<file path="config.mk">
export PLATFORM = sky130hd
export DESIGN_NAME = reg_file_param_flat
export DESIGN_NICKNAME = d
export VERILOG_FILES = /design/src/rtl/reg_file_param_if.sv /design/src/rtl/reg_file_param.sv /design/src/flat_wrapper.sv
export SDC_FILE = /design/constraint.sdc
export NUM_CORES = 2
export LEC_CHECK = 0
export CORE_UTILIZATION = 45
export CTS_CLUSTER_DIAMETER = 50
export DETAILED_ROUTE_END_ITERATION = 16
export GPL_ROUTABILITY_DRIVEN = 0
export RECOVER_POWER = 50
export SKIP_CTS_REPAIR_TIMING = 1
export SYNTH_ARGS = -nofsm -noshare
export SYNTH_HDL_FRONTEND = slang
export SYNTH_SLANG_ARGS = --single-unit
</file>
<file path="constraint.sdc">
create_clock -name Clk -period 3.72 [get_ports Clk]
set_input_delay 0.372 -clock Clk [delete_from_list [all_inputs] [get_ports Clk]]
set_output_delay 0.372 -clock Clk [all_outputs]
set_load 0.1 [all_outputs]
</file>
<file path="src/rtl/reg_file_param_if.sv">
// Register-file access bundle: two read ports with enable/valid plus one write port.
// The master drives addresses, enables and write data; the slave returns read data and valid flags.
interface reg_file_param_if #(
    parameter int DATA_WIDTH = 32,
    parameter int ADDR_WIDTH = 5
);
    logic [ADDR_WIDTH-1:0] Read_Register1;
    logic                  Read_Enable1;
    logic [DATA_WIDTH-1:0] Read_Data1;
    logic                  Read_Valid1;

    logic [ADDR_WIDTH-1:0] Read_Register2;
    logic                  Read_Enable2;
    logic [DATA_WIDTH-1:0] Read_Data2;
    logic                  Read_Valid2;

    logic [ADDR_WIDTH-1:0] Write_Register;
    logic [DATA_WIDTH-1:0] Write_Data;
    logic                  Reg_Write;

    modport master (
        output Read_Register1, Read_Enable1, Read_Register2, Read_Enable2,
        output Write_Register, Write_Data, Reg_Write,
        input  Read_Data1, Read_Valid1, Read_Data2, Read_Valid2
    );

    modport slave (
        input  Read_Register1, Read_Enable1, Read_Register2, Read_Enable2,
        input  Write_Register, Write_Data, Reg_Write,
        output Read_Data1, Read_Valid1, Read_Data2, Read_Valid2
    );
endinterface

</file>
<file path="src/rtl/reg_file_param.sv">
// Parameterised register file: one write port, two registered read ports with
// optional hardwired-zero entry 0 and optional same-cycle write-to-read forwarding.
module reg_file_param #(
    parameter int DATA_WIDTH = 32,
    parameter int ADDR_WIDTH = 5,
    parameter bit ZERO_REG   = 1'b1,
    parameter bit BYPASS     = 1'b1
) (
    input  logic              Clk,
    input  logic              Reset,
    reg_file_param_if.slave   rf
);
    localparam int unsigned DEPTH = 32'd1 << ADDR_WIDTH;

    logic [DATA_WIDTH-1:0] mem_q [DEPTH];

    logic [DATA_WIDTH-1:0] rdata1_q, rdata1_d;
    logic [DATA_WIDTH-1:0] rdata2_q, rdata2_d;
    logic                  rvalid1_q, rvalid1_d;
    logic                  rvalid2_q, rvalid2_d;
    logic                  wr_en;

    // Writes to entry 0 are dropped when it is hardwired, so forwarding never sees them either.
    always_comb begin
        wr_en     = rf.Reg_Write && !(ZERO_REG && (rf.Write_Register == '0));
        rdata1_d  = rdata1_q;
        rdata2_d  = rdata2_q;
        rvalid1_d = rf.Read_Enable1;
        rvalid2_d = rf.Read_Enable2;

        if (rf.Read_Enable1) begin
            if (ZERO_REG && (rf.Read_Register1 == '0)) begin
                rdata1_d = '0;
            end else if (BYPASS && wr_en && (rf.Write_Register == rf.Read_Register1)) begin
                rdata1_d = rf.Write_Data;
            end else begin
                rdata1_d = mem_q[rf.Read_Register1];
            end
        end

        if (rf.Read_Enable2) begin
            if (ZERO_REG && (rf.Read_Register2 == '0)) begin
                rdata2_d = '0;
            end else if (BYPASS && wr_en && (rf.Write_Register == rf.Read_Register2)) begin
                rdata2_d = rf.Write_Data;
            end else begin
                rdata2_d = mem_q[rf.Read_Register2];
            end
        end
    end

    always_ff @(posedge Clk) begin
        if (Reset) begin
            for (int unsigned i = 0; i < DEPTH; i++) begin
                mem_q[i] <= '0;
            end
            rdata1_q  <= '0;
            rdata2_q  <= '0;
            rvalid1_q <= 1'b0;
            rvalid2_q <= 1'b0;
        end else begin
            if (wr_en) begin
                mem_q[rf.Write_Register] <= rf.Write_Data;
            end
            rdata1_q  <= rdata1_d;
            rdata2_q  <= rdata2_d;
            rvalid1_q <= rvalid1_d;
            rvalid2_q <= rvalid2_d;
        end
    end

    assign rf.Read_Data1  = rdata1_q;
    assign rf.Read_Data2  = rdata2_q;
    assign rf.Read_Valid1 = rvalid1_q;
    assign rf.Read_Valid2 = rvalid2_q;
endmodule

</file>
<file path="src/flat_wrapper.sv">
// flat-port wrapper written by rule: the top's interface ports become plain ports
module reg_file_param_flat 
#(
    parameter int DATA_WIDTH = 32,
    parameter int ADDR_WIDTH = 5,
    parameter bit ZERO_REG   = 1'b1,
    parameter bit BYPASS     = 1'b1
)
  (Clk, Reset, rf_Read_Register1, rf_Read_Enable1, rf_Read_Register2, rf_Read_Enable2, rf_Write_Register, rf_Write_Data, rf_Reg_Write, rf_Read_Data1, rf_Read_Valid1, rf_Read_Data2, rf_Read_Valid2);
  reg_file_param_if #(.DATA_WIDTH(DATA_WIDTH), .ADDR_WIDTH(ADDR_WIDTH)) rf_i ();
  input  logic Clk;
  input  logic Reset;
  input wire logic [$bits(rf_i.Read_Register1)-1:0] rf_Read_Register1;
  input wire logic [$bits(rf_i.Read_Enable1)-1:0] rf_Read_Enable1;
  input wire logic [$bits(rf_i.Read_Register2)-1:0] rf_Read_Register2;
  input wire logic [$bits(rf_i.Read_Enable2)-1:0] rf_Read_Enable2;
  input wire logic [$bits(rf_i.Write_Register)-1:0] rf_Write_Register;
  input wire logic [$bits(rf_i.Write_Data)-1:0] rf_Write_Data;
  input wire logic [$bits(rf_i.Reg_Write)-1:0] rf_Reg_Write;
  output wire logic [$bits(rf_i.Read_Data1)-1:0] rf_Read_Data1;
  output wire logic [$bits(rf_i.Read_Valid1)-1:0] rf_Read_Valid1;
  output wire logic [$bits(rf_i.Read_Data2)-1:0] rf_Read_Data2;
  output wire logic [$bits(rf_i.Read_Valid2)-1:0] rf_Read_Valid2;
  assign rf_i.Read_Register1 = rf_Read_Register1;
  assign rf_i.Read_Enable1 = rf_Read_Enable1;
  assign rf_i.Read_Register2 = rf_Read_Register2;
  assign rf_i.Read_Enable2 = rf_Read_Enable2;
  assign rf_i.Write_Register = rf_Write_Register;
  assign rf_i.Write_Data = rf_Write_Data;
  assign rf_i.Reg_Write = rf_Reg_Write;
  assign rf_Read_Data1 = rf_i.Read_Data1;
  assign rf_Read_Valid1 = rf_i.Read_Valid1;
  assign rf_Read_Data2 = rf_i.Read_Data2;
  assign rf_Read_Valid2 = rf_i.Read_Valid2;
  reg_file_param #(.DATA_WIDTH(DATA_WIDTH), .ADDR_WIDTH(ADDR_WIDTH), .ZERO_REG(ZERO_REG), .BYPASS(BYPASS)) u_core (.Clk(Clk), .Reset(Reset), .rf(rf_i));
endmodule
</file>
# Yosys cells after proc, flatten, opt, wreduce, memory -nomap -nowiden
# Memories as Yosys holds them, arrays and structs flattened.
# Index checks and enable logic that the tools add are counted.
dict set report totals {
  reg_bits 66
  mem_bits_rw 1024
  in_bits 52
  out_inout_bits 66
  elab_cells 27
  memories 1
}
# memory words word_bits rd rd_clocked_by_memory_dff wr line
set mem_list {}
lappend mem_list {u_core.mem_q 32 32 2 0 32 reg_file_param.sv:15} ;# logic [DATA_WIDTH-1:0] mem_q [DEPTH];
dict set report op_classes {
  n_eq_ne 2
  mux 12
  reduce_logical 8
}
# cell count
set ops {}
lappend ops {{two-way mux 32 bit} 5}
lappend ops {{OR reduction 32 bit} 1}
lappend ops {{logical NOT 5 bit} 3}
lappend ops {{== test 5 bit} 2}
lappend ops {{two-way mux 1 bit} 6}
lappend ops {{two-way mux 5 bit} 1}
lappend ops {{logical AND 1 bit} 3}
lappend ops {{logical NOT 1 bit} 1}

# Logic depth before layout (Yosys ltp)
dict set report depth {
  word_depth 8
  depth_mapped 10
  depth_no_buf 5
}

# Worst setup path after synthesis
# OpenSTA, ideal clock, no wires.
dict set report synth_path {
  kind {in2reg}
  start {in rf_Write_Register[3]}
  end {mem u_core.mem_q[28][0] (enable)}
  setup_time_ns 0.466
  arrival_time_ns 3.492
  t_required_ns 3.254
  slack_ns -0.237
  cell_stages 6
  n_path_buf 3
  path_cell_list {buf_2 -> or3_1 -> buf_4 -> nand4bb_1 -> buf_2 -> o21ai_0}
}
# item line
set synth_lines {}
lappend synth_lines {{from (decl)} flat_wrapper.sv:17} ;# input wire logic [$bits(rf_i.Write_Register)-1:0] rf_Write_Register;
lappend synth_lines {{to (decl)} reg_file_param.sv:15}

==> impl_metrics.yaml <==
sta:
  fin_worst_skew_ns: 0.0282
  hold_violations: 0
  timing.slew.headroom_pct: -38.1
  timing.hold.ws_ns: 0.196
  max_freq_mhz: 304
  period_needed_ns: 3.29
  period_share_pct: 88.5
  rsz0062_at_grt: "false"
  tightest_slew_ns: 2.06
  slew_viol_final: 213
  setup_viol: 0
clock_network:
  cts_buffers: 139
  root_buffer: "clkbuf_16"
  clock_latency_ns: 0.78
  cts_tree: "yes"
  cts.path.max_buffers: 3
  cts.sinks: 1090
  clk_pin_slew_worst_paths_ns: 0.06
  htreeDepth: 4
placed_design:
  io_buffer_count: 117
  dp_hpwl_mm: 127
synth:
  synth_top_area_share_pct: 54.0
  synth_cells: 3830
  yosys_register_bits: 1090
  avgSynthCellArea_um2: 14.9
  synth_cell_types: 59
  synthFlopType: "edfxtp_1"
  yosysSeqAreaShare_pct: 56.3
  yosysTopAreaCell: "edfxtp_1"
  syn_area_um2: 57000
  async_reset_ff_share_pct: 0
  yosysMostFrequentCell: "edfxtp_1"
  synth_edf_count: 1024
  synth_common_cells: "edfxtp_1, and2_1, mux4_2, clkbuf_1, mux2i_1"
  synthTopCellsByArea: "edfxtp_1, mux4_2, and2_1"
  ys_warn_count: 0
floorplanning:
  fp.dieH_um: 358
  num_rows: 130
  initial_utilization_pct: 45.4
  core-area_um2: 126000
  ios: 118
  die_w_um: 358
  die_area_um2: 128000
drt:
  vias: 37400
  ant_nets: 0
  first_iter_violations: 5388
  drt-total-wl_mm: 209
  via_per_inst: 6.60
  drc: 0
  first_pass_iters: 7
  routedWlPerCell_um: 36.8
critical_path:
  crit_fanout: 17
  startpoint_type: "input port"
  worstPathRequired_ns: 4.35
  critical_path_class: "in2reg"
  crit_path_end_kind: "register"
  cp_data_arrival_time_ns: 3.92
hold_path:
  hold_class: "in2reg"
final_layout:
  num-nets-final: 3951
  finish.utilization_pct: 52.1
  drive_above_1_share_pct: 23.4
  area_growth_pct: 14.9
  nFillCells: 10300
power:
  internal_power_uw: 24200
  pwr-share-seq_pct: 44.7
  finalPower_uw: 32600
  leakage_uw: 0.0225
  switching_power_uw: 8430
  power_frac_comb_pct: 12.3
  ir_drop_mv: 0.513
  clkPwrFrac_pct: 43.1
  switching_share_pct: 25.8
  p_per_area_nw_per_um2: 498
global_route:
  grt_max_degree: 131
  track_usage_pct: 32.7
  grt_overflow: 0
  antenna_found_initial: 17
  grt_pass1_vias: 37100
  grt_pass1_wl_mm: 289
outcome:
  failed_checks: "max-capacitance violations, max-slew violations"
  status: "finished, violations left"
run:
  maxCapViolCount: 13
[stage by stage]
step	setup TNS [ns]	worst slack, ns	area (um2)	std cells
6_report	0	0.426	65500	5664
2_1_floorplan	-158.88	-0.237	57100	3861
3_3_place_gp	0	0.332	61200	5406
4_1_cts	0	0.669	66000	5659
5_1_grt	0	0.343	65400	5661
3_5_place_dp	0	0.332	61200	5406
[power groups by stage]
stage / sequential, uW / clock, uW / combinational, uW
floorplan: 15100 / 0 / 2090
global placement: 14800 / 0 / 3990
detailed placement: 14800 / 0 / 3990
CTS: 14500 / 14200 / 4010
global route: 14600 / 14600 / 4110
finish: 14600 / 14100 / 4000
[final cells by class]
class	instances	area (um2)	area share, %
clock buffer	172	3840	5.87
multi-input combinational	2354	23500	35.8
inverter	3	11.3	0.0172
tap	1650	2060	3.15
timing repair buffer	311	3060	4.68
clock inverter	81	938	1.43
sequential	1090	32100	49.0
antenna	3	7.51	0.0115
[worst max-delay path: stages]
cell and delay, ns:
dlygate4sd3_1 0.55, clkbuf_1 0.29, nor2b_1 0.20, buf_4 0.18, nand4bb_2 0.13, clkbuf_1 0.45
nor2_2 1.17, buf_4 0.40, and2_1 0.16
[cells by family after synthesis]
group / synth area share (%)
xor+xnor: 0.154
simple gates: 13.2
buf+inv: 3.31
other cells: 0.00658
mux: 22.1
flops: 56.3
compound gates: 4.98
[routing by layer]
layer  share of wire [%]  wire, um  GRT usage, %  vias to the layer above
met4                 5.3     11100          16.1                        8
met5               0.025        52             0                        -
met1                  38     78400          43.2                    19400
met3                  11     22200          7.30                      537
met2                  46     96800          51.0                     2531
li1                    -         -             -                    15000
[cells in the final DEF (no fill, tap or decap), types with 11 or more instances in the layout]
cell type,netlist,routed
dfxtp_1,66,66
a22oi_1,96,96
o21ai_0,78,62
a21oi_1,11,11
buf_12,0,45
mux2i_1,217,217
nand3_1,67,66
clkbuf_16,0,148
and2_0,0,166
buf_4,24,105
mux2_2,28,28
nand3b_1,39,39
a22o_1,32,32
o221ai_1,11,11
o21ai_4,0,13
nor2_4,0,14
clkinv_1,0,13
inv_6,0,17
nand2_1,18,18
edfxtp_1,1024,1024
a221o_1,18,18
clkinv_2,0,15
clkinvlp_4,0,11
a211oi_1,25,25
nor4_1,11,11
mux4_2,448,448
clkdlybuf4s50_1,0,104
o22ai_1,71,71
nor2_1,49,32
clkbuf_1,271,48
o211ai_1,14,14
clkbuf_2,0,13
bufinv_16,0,17
conb_1,1,32
and2_1,995,828
[final timing paths]
path                            startpoint                        to  slack (ns)  depth (start not counted)
setup reg to reg       u_core.mem_q[26][3]   u_core.rf.Read_Data2[3]        1.52                          5
setup / recovery                     Reset       u_core.mem_q[4][12]        0.43                          9
hold / removal        rf_Read_Register2[3]   u_core.rf.Read_Data2[9]        0.20                          4
hold reg to reg   u_core.rf.Read_Data2[21]  u_core.rf.Read_Data2[21]        0.48                          2
[registers in the layout, summed over array words and instances (netlist names)]
register / count
u_core.mem_q: 1024
u_core.rf.Read_Valid2: 1
u_core.rf.Read_Data1: 32
u_core.rf.Read_Data2: 32
u_core.rf.Read_Valid1: 1
Note: power is estimated with default switching activity, not from simulation.
